### src/rtl/cr_input_pkg.sv
// cr_input_pkg: shared constants, types and helpers for the keyboard input path.
//   - HID usage codes for the fixed key map
//   - dir_t one-hot direction encoding {Right,Left,Down,Up}
//   - repeat_state_t for the per-player hold-to-repeat FSM
//   - report decode / ErrorRollOver detect / direction priority helpers
package cr_input_pkg;

    // Report geometry
    localparam int unsigned SLOT_W    = 8;
    localparam int unsigned NUM_SLOTS = 4;
    localparam int unsigned REPORT_W  = SLOT_W * NUM_SLOTS;

    // Held vector layout: [3:0] P1 {R,L,D,U}, [7:4] P2 {R,L,D,U}, [8] Enter
    localparam int unsigned DIR_W      = 4;
    localparam int unsigned HELD_W     = 2 * DIR_W + 1;
    localparam int unsigned HELD_P1_LSB = 0;
    localparam int unsigned HELD_P2_LSB = DIR_W;
    localparam int unsigned HELD_ENTER  = 2 * DIR_W;

    // Direction bit positions inside a 4-bit group
    localparam int unsigned DIR_BIT_UP    = 0;
    localparam int unsigned DIR_BIT_DOWN  = 1;
    localparam int unsigned DIR_BIT_LEFT  = 2;
    localparam int unsigned DIR_BIT_RIGHT = 3;

    // Repeat counter
    localparam int unsigned CNT_W = 6;
    localparam logic [CNT_W-1:0] CNT_MAX = CNT_W'(63);

    // HID usage codes
    localparam logic [SLOT_W-1:0] KC_NONE     = 8'h00;
    localparam logic [SLOT_W-1:0] KC_ROLLOVER = 8'h01;
    localparam logic [SLOT_W-1:0] KC_A        = 8'h04;
    localparam logic [SLOT_W-1:0] KC_D        = 8'h07;
    localparam logic [SLOT_W-1:0] KC_S        = 8'h16;
    localparam logic [SLOT_W-1:0] KC_W        = 8'h1A;
    localparam logic [SLOT_W-1:0] KC_ENTER    = 8'h28;
    localparam logic [SLOT_W-1:0] KC_RIGHT    = 8'h4F;
    localparam logic [SLOT_W-1:0] KC_LEFT     = 8'h50;
    localparam logic [SLOT_W-1:0] KC_DOWN     = 8'h51;
    localparam logic [SLOT_W-1:0] KC_UP       = 8'h52;

    typedef enum logic [DIR_W-1:0] {
        DIR_NONE  = 4'b0000,
        DIR_UP    = 4'b0001,
        DIR_DOWN  = 4'b0010,
        DIR_LEFT  = 4'b0100,
        DIR_RIGHT = 4'b1000
    } dir_t;

    typedef enum logic [1:0] {
        IDLE   = 2'd0,
        DELAY  = 2'd1,
        REPEAT = 2'd2
    } repeat_state_t;

    // True if any slot carries ErrorRollOver; such reports are dropped whole.
    function automatic logic has_rollover(input logic [REPORT_W-1:0] report);
        logic hit;
        hit = 1'b0;
        for (int i = 0; i < NUM_SLOTS; i++) begin
            if (report[i*SLOT_W +: SLOT_W] == KC_ROLLOVER) begin
                hit = 1'b1;
            end
        end
        return hit;
    endfunction

    // Map every slot onto the held vector; zero/unmapped slots fall through.
    function automatic logic [HELD_W-1:0] decode_report(input logic [REPORT_W-1:0] report);
        logic [HELD_W-1:0] held;
        logic [SLOT_W-1:0] kc;
        held = '0;
        for (int i = 0; i < NUM_SLOTS; i++) begin
            kc = report[i*SLOT_W +: SLOT_W];
            case (kc)
                KC_W:     held[HELD_P1_LSB + DIR_BIT_UP]    = 1'b1;
                KC_S:     held[HELD_P1_LSB + DIR_BIT_DOWN]  = 1'b1;
                KC_A:     held[HELD_P1_LSB + DIR_BIT_LEFT]  = 1'b1;
                KC_D:     held[HELD_P1_LSB + DIR_BIT_RIGHT] = 1'b1;
                KC_UP:    held[HELD_P2_LSB + DIR_BIT_UP]    = 1'b1;
                KC_DOWN:  held[HELD_P2_LSB + DIR_BIT_DOWN]  = 1'b1;
                KC_LEFT:  held[HELD_P2_LSB + DIR_BIT_LEFT]  = 1'b1;
                KC_RIGHT: held[HELD_P2_LSB + DIR_BIT_RIGHT] = 1'b1;
                KC_ENTER: held[HELD_ENTER]                  = 1'b1;
                default:  ;
            endcase
        end
        return held;
    endfunction

    // Highest-priority held direction: Up > Down > Left > Right.
    function automatic dir_t pick_dir(input logic [DIR_W-1:0] dirs);
        dir_t d;
        if (dirs[DIR_BIT_UP]) begin
            d = DIR_UP;
        end else if (dirs[DIR_BIT_DOWN]) begin
            d = DIR_DOWN;
        end else if (dirs[DIR_BIT_LEFT]) begin
            d = DIR_LEFT;
        end else if (dirs[DIR_BIT_RIGHT]) begin
            d = DIR_RIGHT;
        end else begin
            d = DIR_NONE;
        end
        return d;
    endfunction

endpackage

### src/rtl/key_repeat_fsm.sv
// key_repeat_fsm: per-player hold-to-repeat logic, advanced once per frame tick.
//   Clk   in  1  system clock
//   Reset in  1  asynchronous active-low reset
//   tick  in  1  one-Clk frame pulse
//   held  in  4  held directions {R,L,D,U}
//   Move  out 4  registered one-hot step request, held for the whole frame
module key_repeat_fsm
    import cr_input_pkg::*;
#(
    parameter int unsigned REPEAT_DELAY = 12,
    parameter int unsigned REPEAT_RATE  = 6
) (
    input  logic             Clk,
    input  logic             Reset,
    input  logic             tick,
    input  logic [DIR_W-1:0] held,
    output logic [DIR_W-1:0] Move
);

    localparam logic [CNT_W-1:0] DELAY_CNT = CNT_W'(REPEAT_DELAY);
    localparam logic [CNT_W-1:0] RATE_CNT  = CNT_W'(REPEAT_RATE);

    repeat_state_t     state_q, state_d;
    logic [CNT_W-1:0]  cnt_q, cnt_d;
    dir_t              dir_q, dir_d;
    dir_t              move_q, move_d;

    dir_t              cur;
    logic [CNT_W-1:0]  cnt_inc;

    // State register
    always_ff @(posedge Clk or negedge Reset) begin
        if (!Reset) begin
            state_q <= IDLE;
            cnt_q   <= '0;
            dir_q   <= DIR_NONE;
            move_q  <= DIR_NONE;
        end else begin
            state_q <= state_d;
            cnt_q   <= cnt_d;
            dir_q   <= dir_d;
            move_q  <= move_d;
        end
    end

    // Next state; everything holds between ticks so Move is stable for the frame
    always_comb begin
        state_d = state_q;
        cnt_d   = cnt_q;
        dir_d   = dir_q;
        move_d  = move_q;
        cur     = pick_dir(held);
        cnt_inc = (cnt_q == CNT_MAX) ? cnt_q : cnt_q + CNT_W'(1);

        if (tick) begin
            move_d = DIR_NONE;
            case (state_q)
                IDLE: begin
                    if (cur != DIR_NONE) begin
                        move_d  = cur;
                        cnt_d   = '0;
                        dir_d   = cur;
                        state_d = DELAY;
                    end
                end
                DELAY, REPEAT: begin
                    if (cur == DIR_NONE) begin
                        state_d = IDLE;
                        cnt_d   = '0;
                        dir_d   = DIR_NONE;
                    end else if (cur != dir_q) begin
                        // New winning direction restarts the initial delay
                        move_d  = cur;
                        cnt_d   = '0;
                        dir_d   = cur;
                        state_d = DELAY;
                    end else if (state_q == DELAY && cnt_inc == DELAY_CNT) begin
                        move_d  = cur;
                        cnt_d   = '0;
                        state_d = REPEAT;
                    end else if (state_q == REPEAT && cnt_inc == RATE_CNT) begin
                        move_d  = cur;
                        cnt_d   = '0;
                    end else begin
                        cnt_d   = cnt_inc;
                    end
                end
                default: begin
                    state_d = IDLE;
                    cnt_d   = '0;
                    dir_d   = DIR_NONE;
                end
            endcase
        end
    end

    assign Move = move_q;

endmodule

### src/rtl/keycode_decoder.sv
// keycode_decoder: turns SoC HID keycode reports into per-player, frame-aligned
// step requests and a Continue request.
//   Clk         in  1   system clock
//   Reset       in  1   asynchronous active-low reset
//   FrameClk    in  1   VGA_VS, asynchronous, active-low sync pulse
//   KeyStrobe   in  1   one-Clk pulse when a new report is written
//   Keycodes    in  32  four HID usage slots, slot i = [8i+7:8i]
//   P1Move      out 4   one-hot {R,L,D,U} step request, player 1
//   P2Move      out 4   same for player 2
//   ContinueReq out 1   Enter newly pressed this frame
//   Held        out 9   current pressed-key vector
module keycode_decoder
    import cr_input_pkg::*;
#(
    parameter int unsigned REPEAT_DELAY = 12,
    parameter int unsigned REPEAT_RATE  = 6
) (
    input  logic                Clk,
    input  logic                Reset,
    input  logic                FrameClk,
    input  logic                KeyStrobe,
    input  logic [REPORT_W-1:0] Keycodes,
    output logic [DIR_W-1:0]    P1Move,
    output logic [DIR_W-1:0]    P2Move,
    output logic                ContinueReq,
    output logic [HELD_W-1:0]   Held
);

    logic [REPORT_W-1:0] report_q;
    logic [HELD_W-1:0]   held_q;
    logic                fs_meta_q;
    logic                fs_sync_q;
    logic                fs_prev_q;
    logic                tick;
    logic                enter_prev_q;
    logic                continue_q;

    // Report latch; a report flagged ErrorRollOver leaves the previous one in place
    always_ff @(posedge Clk or negedge Reset) begin
        if (!Reset) begin
            report_q <= '0;
        end else if (KeyStrobe && !has_rollover(Keycodes)) begin
            report_q <= Keycodes;
        end
    end

    // Held vector, one cycle behind the report latch
    always_ff @(posedge Clk or negedge Reset) begin
        if (!Reset) begin
            held_q <= '0;
        end else begin
            held_q <= decode_report(report_q);
        end
    end

    // FrameClk synchronizer plus edge flop; all idle high to match VS idle level
    always_ff @(posedge Clk or negedge Reset) begin
        if (!Reset) begin
            fs_meta_q <= 1'b1;
            fs_sync_q <= 1'b1;
            fs_prev_q <= 1'b1;
        end else begin
            fs_meta_q <= FrameClk;
            fs_sync_q <= fs_meta_q;
            fs_prev_q <= fs_sync_q;
        end
    end

    // Start of vsync pulse
    assign tick = fs_prev_q & ~fs_sync_q;

    // Enter edge detect, sampled only at ticks so it never repeats
    always_ff @(posedge Clk or negedge Reset) begin
        if (!Reset) begin
            enter_prev_q <= 1'b0;
            continue_q   <= 1'b0;
        end else if (tick) begin
            continue_q   <= held_q[HELD_ENTER] & ~enter_prev_q;
            enter_prev_q <= held_q[HELD_ENTER];
        end
    end

    key_repeat_fsm #(
        .REPEAT_DELAY (REPEAT_DELAY),
        .REPEAT_RATE  (REPEAT_RATE)
    ) u_p1_fsm (
        .Clk   (Clk),
        .Reset (Reset),
        .tick  (tick),
        .held  (held_q[HELD_P1_LSB +: DIR_W]),
        .Move  (P1Move)
    );

    key_repeat_fsm #(
        .REPEAT_DELAY (REPEAT_DELAY),
        .REPEAT_RATE  (REPEAT_RATE)
    ) u_p2_fsm (
        .Clk   (Clk),
        .Reset (Reset),
        .tick  (tick),
        .held  (held_q[HELD_P2_LSB +: DIR_W]),
        .Move  (P2Move)
    );

    assign ContinueReq = continue_q;
    assign Held        = held_q;

endmodule

### config.mk
export PLATFORM = sky130hd
export DESIGN_NAME = keycode_decoder
export DESIGN_NICKNAME = d
export VERILOG_FILES = /design/src/rtl/cr_input_pkg.sv /design/src/rtl/key_repeat_fsm.sv /design/src/rtl/keycode_decoder.sv
export SDC_FILE = /design/constraint.sdc
export NUM_CORES = 1
export LEC_CHECK = 0
export ABC_AREA = 1
export CAP_MARGIN = 20
export CORE_MARGIN = 4
export CORE_UTILIZATION = 55
export CTS_CLUSTER_SIZE = 40
export DETAILED_ROUTE_END_ITERATION = 8
export PLACE_DENSITY_LB_ADDON = 0.2
export SYNTH_ARGS = -nofsm -noshare
export SYNTH_HDL_FRONTEND = slang
export SYNTH_SLANG_ARGS = --single-unit
### constraint.sdc
create_clock -name Clk -period 2.35 [get_ports Clk]
set_input_delay 0.47 -clock Clk [delete_from_list [all_inputs] [get_ports Clk]]
set_output_delay 0.47 -clock Clk [all_outputs]
set_load 0.02 [all_outputs]
==> results of run 1 <==
[layer usage]
layer	global-route usage [%]	wire, µm	vias up
met5	0	0	-
met4	8.30	206	0
met3	3.40	477	21
met2	35.8	4880	98
met1	26.6	4260	1872
li1	-	-	2076
[final cells by class]
| class | count | area (µm²) |
|---|---|---|
| clock inverters | 3 | 43.8 |
| well taps | 102 | 128 |
| clock buffers | 12 | 155 |
| repair buffers | 56 | 563 |
| fillers | 660 | 2460 |
| flip-flops and latches | 78 | 1960 |
| multi-input cells | 419 | 2200 |
| inverters | 103 | 387 |
[cells by family after synthesis]
family          synth area share [%]
flops                           42.9
simple gates                    32.8
buf+inv                         9.14
compound gates                  10.6
fa+ha+maj                       2.74
xor+xnor                        1.89
[cells in the final DEF (no fill, tap or decap), types with 10 or more instances in the layout]
cell type,n
nand3_1,27
inv_1,93
nand4_1,18
clkdlybuf4s50_1,52
nand2_1,158
nor3_1,14
clkbuf_8,11
ha_1,10
o21ai_0,43
nor2_1,60
dfrtp_1,75
[flip-flops by register name (all words and copies together) (netlist names), 4 cells and up]
| register | count |
|---|---|
| Held | 9 |
| report_q | 32 |
| u_p2_fsm.Move | 4 |
| u_p2_fsm.cnt_q | 6 |
| u_p1_fsm.Move | 4 |
| u_p2_fsm.dir_q | 4 |
| u_p1_fsm.dir_q | 4 |
| u_p1_fsm.cnt_q | 6 |
[through the flow]
| step | worst slack (ns) | hold WS (ns) | instance area (µm²) |
|---|---|---|---|
| after floorplan | 0.642 | 0.174 | 4560 |
| after global placement | 0.182 | 0.351 | 5230 |
| after detailed placement | 0.112 | 0.354 | 5230 |
| after CTS | 0.356 | 0.0133 | 5430 |
| after global routing | 0.229 | 0.0255 | 5430 |
| final | 0.373 | 0.0170 | 5430 |
[power groups by stage]
stage | Clock [W] | Sequential (W) | Combinational [W]
after floorplan | 0 | 0.00157 | 0.000556
after global placement | 0 | 0.00158 | 0.000783
after detailed placement | 0 | 0.00159 | 0.000806
after CTS | 0.00104 | 0.00156 | 0.000810
after global routing | 0.00109 | 0.00158 | 0.000918
final | 0.00100 | 0.00156 | 0.000809
[path summary, 6_finish.rpt]
path                                                from                       endpoint  slack, ns  cells after the start
min                                                Reset  u_p2_fsm.cnt_q[2]$_DFFE_PN0P_       0.02                      1
max                                    Held[4]$_DFF_PN0_                        Held[4]       0.37                      1
min reg2reg                          fs_meta_q$_DFF_PN1_            fs_sync_q$_DFF_PN1_       0.36                      0
min in group Clk                     fs_meta_q$_DFF_PN1_            fs_sync_q$_DFF_PN1_       0.36                      0
max in group asynchronous                          Reset            fs_prev_q$_DFF_PN1_       1.71                      2
max reg2reg                u_p2_fsm.cnt_q[0]$_DFFE_PN0P_  u_p2_fsm.cnt_q[2]$_DFFE_PN0P_       0.38                     10
==> run metrics, run 1 <==
outcome completed; hold buffer count at CTS 0; total die area 9810 µm²; DR vias 4067; Post-synth EDFFs 0; P per Cell Area 622 nW/µm²; crit path DAT 1.51 ns; TNS Setup 0 ns; Mapped Cells 608; syn avg cell area 7.50 µm²; count leader, synth nand2_1; clk root buf clkbuf_8; top-area cell type share of the netlist area 41.2%; P_int 0.00229 W; ranking of synthesized cells by area dfrtp_1, nand2_1, inv_1; Hold WC Path Type in -> async; Pleak 2.61 nW; Setup Skew 0.00695 ns; Port Buffers 53; fmax 506 MHz; antenna viol nets, final 0; Post-synth top cells nand2_1, inv_1, dfrtp_1, nor2_1, o21ai_0; DPL Wire Length 7670 µm; vias per cell 5.26; area leader, netlist dfrtp_1; post-layout min period 1.98 ns; number of inserted diodes 0; CP max FO 6; mapped cell area 4560 µm²; DRT iter0 DRCs 172; worst skew pair latency 0.35 ns; Max IR drop VDD 0.402 mV; Starting Density 57.8%; CP max-delay cell clkdlybuf4s50_1; register area share after synthesis 42.9%; vias in the first global route 3877; # clock sinks 78; Net Switching 0.00108 W; crit path buf inv count 1; Comb pwr share 24.0%; Post-CTS Setup Repair Bufs 0; Slew headroom 65.6%; Crit path max-delay family buffers and inverters; syn_nets 654; Yosys cell types 43; Clock Power Share 29.7%; GR Util All Layers 21.0%; Max H-tree Level 3; CTS tree yes; routed len/inst 12.7 µm; I/O pin cnt 54; Synth Warn # 0; Rows 32; WP data required 1.88 ns; CP peak stage delay 0.66 ns; WS Path Type reg -> out; antenna violations before repair 0; Die Ht 99.1 µm; switching share of power 32.1%; crit-path cells clkdlybuf4s50_1; gr ovfl total 0; pin count of the biggest net entering global routing 56; Max-cap violations 0; CP Capture Type output pin; Layout Area Growth over Synthesis 19.1%; final slew viol count 0; overall power 0.00338 W; DRC Markers 0; Seq pwr share 46.3%; register bit total from synthesis 78; Post-Route WL 9820 µm; Util after Layout 68.8%; total CTS buffers 9; Clk pin slew, worst setup/hold paths 0.08 ns; final hold viol count 0; first-pass GRT wire length 16900 µm; Max Root-Sink Buffers 2; core box area 7890 µm²; RSZ-0062 raised after global routing false; post-CTS sizing 0; Total Nets Final 713; ys async rst share 100%; width of the chip 99.1 µm; router iterations before antenna repair 6; share of layout cells above drive strength 1 9.54%; dpl cells 758; slew at the pin with the worst max-slew slack 0.515 ns; Final GP Congestion 0.935; ys flop type dfrtp_1; CP startpoint kind flip-flop; Final setup viols 0; period utilization 84.1%; fin cells 773
Power figures use the tool's default switching activity.
==> inputs of run 2 (changes only) <==
==> constraint.sdc (replaced) <==
create_clock -name Clk -period 1.95 [get_ports Clk]
set_input_delay 0.39 -clock Clk [delete_from_list [all_inputs] [get_ports Clk]]
set_output_delay 0.39 -clock Clk [all_outputs]
set_load 0.02 [all_outputs]
==> run 2 against run 1 <==
Critical endpoint unchanged. Worst setup slack got worse by 0.32 ns. Die area did not move. Largest cell class unchanged. Clock power up 49%. Highest routed layer unchanged.
==> run metrics, run 2 (synthesis results as in run 1) <==
most common cell after layout, fill and taps aside nand2_1; met1 usage 28.1%; GR peak layer met2; flop2flop setup slack 0.13 ns; Hold WC Path Type reg -> reg; Max IR drop VDD 0.384 mV; Pleak 2.69 nW; met3 layer usage reported by global route 3.54%; period utilization 97.1%; RSZ-0062 raised after global routing false; max FFs per register 32; Max H-tree Level 3; first-pass GRT wire length 17800 µm; routed len/inst 13.1 µm; WS Path Type reg -> out; DRT iter0 DRCs 225; Clk pin slew, worst setup/hold paths 0.08 ns; total die area 9810 µm²; gr ovfl total 0; I/O pin cnt 54; total CTS buffers 9; post-layout min period 1.89 ns; Slew headroom 70.6%; width of the chip 99.1 µm; antenna viol nets, final 0; M2 GR Usage 37.0%; vias per cell 5.28; DR vias 4139; fmax 528 MHz; Layout Area Growth over Synthesis 22.7%; worst skew pair latency 0.35 ns; Biggest register report_q; number of inserted diodes 0; core box area 7890 µm²; setup ws final 0.0568 ns; CP startpoint kind flip-flop; Max-cap violations 0; Rows 32; clk root buf clkbuf_8; Port Buffers 53; dpl ws -0.127 ns; P per Cell Area 787 nW/µm²; GR Util All Layers 22.0%; Final GP Congestion 0.912; antenna violations before repair 0; slew at the pin with the worst max-slew slack 0.435 ns; share of layout cells above drive strength 1 11.4%; # clock sinks 78; CP Capture Type output pin; fin cells 784; WP data required 1.56 ns; DPL Wire Length 8040 µm; router iterations before antenna repair 5; Starting Density 57.8%; Final setup viols 0; CTS tree yes; CP peak stage delay 0.66 ns; dpl cells 767; Post-Route WL 10300 µm; Setup Skew 0.00863 ns; crit path DAT 1.50 ns; final hold viol count 0; outcome completed; crit-path cells clkdlybuf4s50_1; Max Root-Sink Buffers 2; crit path buf inv count 1; vias in the first global route 3935; most frequent cells in the layout nand2_1, inv_1, dfrtp_1; Hold Slack 0.364 ns; pin count of the biggest net entering global routing 37; CP max FO 6; Die Ht 99.1 µm; Fillers 646; Crit path max-delay family buffers and inverters; DRC Markers 0; Total Nets Final 723; CP max-delay cell clkdlybuf4s50_1; final slew viol count 0
-- run 2: cell types whose count changed in the layout (fill, tap and decap cells not counted), sizes merged --
cell,previous run,this run
buf,4,13
bufinv,1,3
clkbuf,12,11
clkinv,3,2
clkinvlp,0,1
dlygate4sd3,0,1
-- run 2: through the flow --
step / cell area, µm² / TNS (ns) / total power [W] / util (%)
after CTS: 5580 / 0 / 0.00443 / 70.8
after detailed placement: 5320 / -2.40 / 0.00293 / 67.5
after floorplan: 4560 / 0 / 0.00256 / -
after global routing: 5590 / 0 / 0.00465 / 70.9
after global placement: 5320 / -0.00247 / 0.00290 / 67.5
final: 5590 / 0 / 0.00440 / 70.9
-- run 2: cell type report --
type                       count  area [µm²]  share of cell area [%]
multi-input combinational    419        2210                    39.5
sequential                    78        1960                    35.0
timing repair buffer          66         666                    11.9
inverter                     103         387                    6.91
clock buffer                  11         141                    2.53
tap                          102         128                    2.28
clock inverter                 5         106                    1.90
-- run 2: layer usage --
layer  vias to the layer above  part of all wire [%]  wire (µm)
met5                         -                     0          0
met4                         0                   2.4        251
met3                        24                   4.5        458
met2                       102                    50       5120
met1                      1925                    43       4450
li1                       2088                     -          -
-- run 2: worst paths after layout --
check / startpoint / endpoint / cells past startpoint
setup / recovery: Held[4]$_DFF_PN0_ / Held[4] / 1
hold / removal: fs_meta_q$_DFF_PN1_ / fs_sync_q$_DFF_PN1_ / 0
setup reg to reg: u_p2_fsm.cnt_q[1]$_DFFE_PN0P_ / u_p2_fsm.Move[2]$_DFFE_PN0P_ / 12
hold reg to reg: fs_meta_q$_DFF_PN1_ / fs_sync_q$_DFF_PN1_ / 0
max in group asynchronous: Reset / report_q[15]$_DFFE_PN0P_ / 3
min in group asynchronous: Reset / u_p2_fsm.cnt_q[0]$_DFFE_PN0P_ / 2
-- run 2: power breakdown --
group / switching, W / total (W) / internal, W
logic: 0.000636 / 0.00103 / 0.000397
clock network: 0.000605 / 0.00149 / 0.000888
registers: 0.000125 / 0.00187 / 0.00175
total: 0.00137 / 0.00440 / 0.00303
-- run 2: what timing repair did --
action                                  CTS  global route
endpoints found under the setup margin    0             7
hold buffers                              1             0
setup buffers                             0             0
gates resized for setup                   0             4
hold endpoints to repair                 18             0
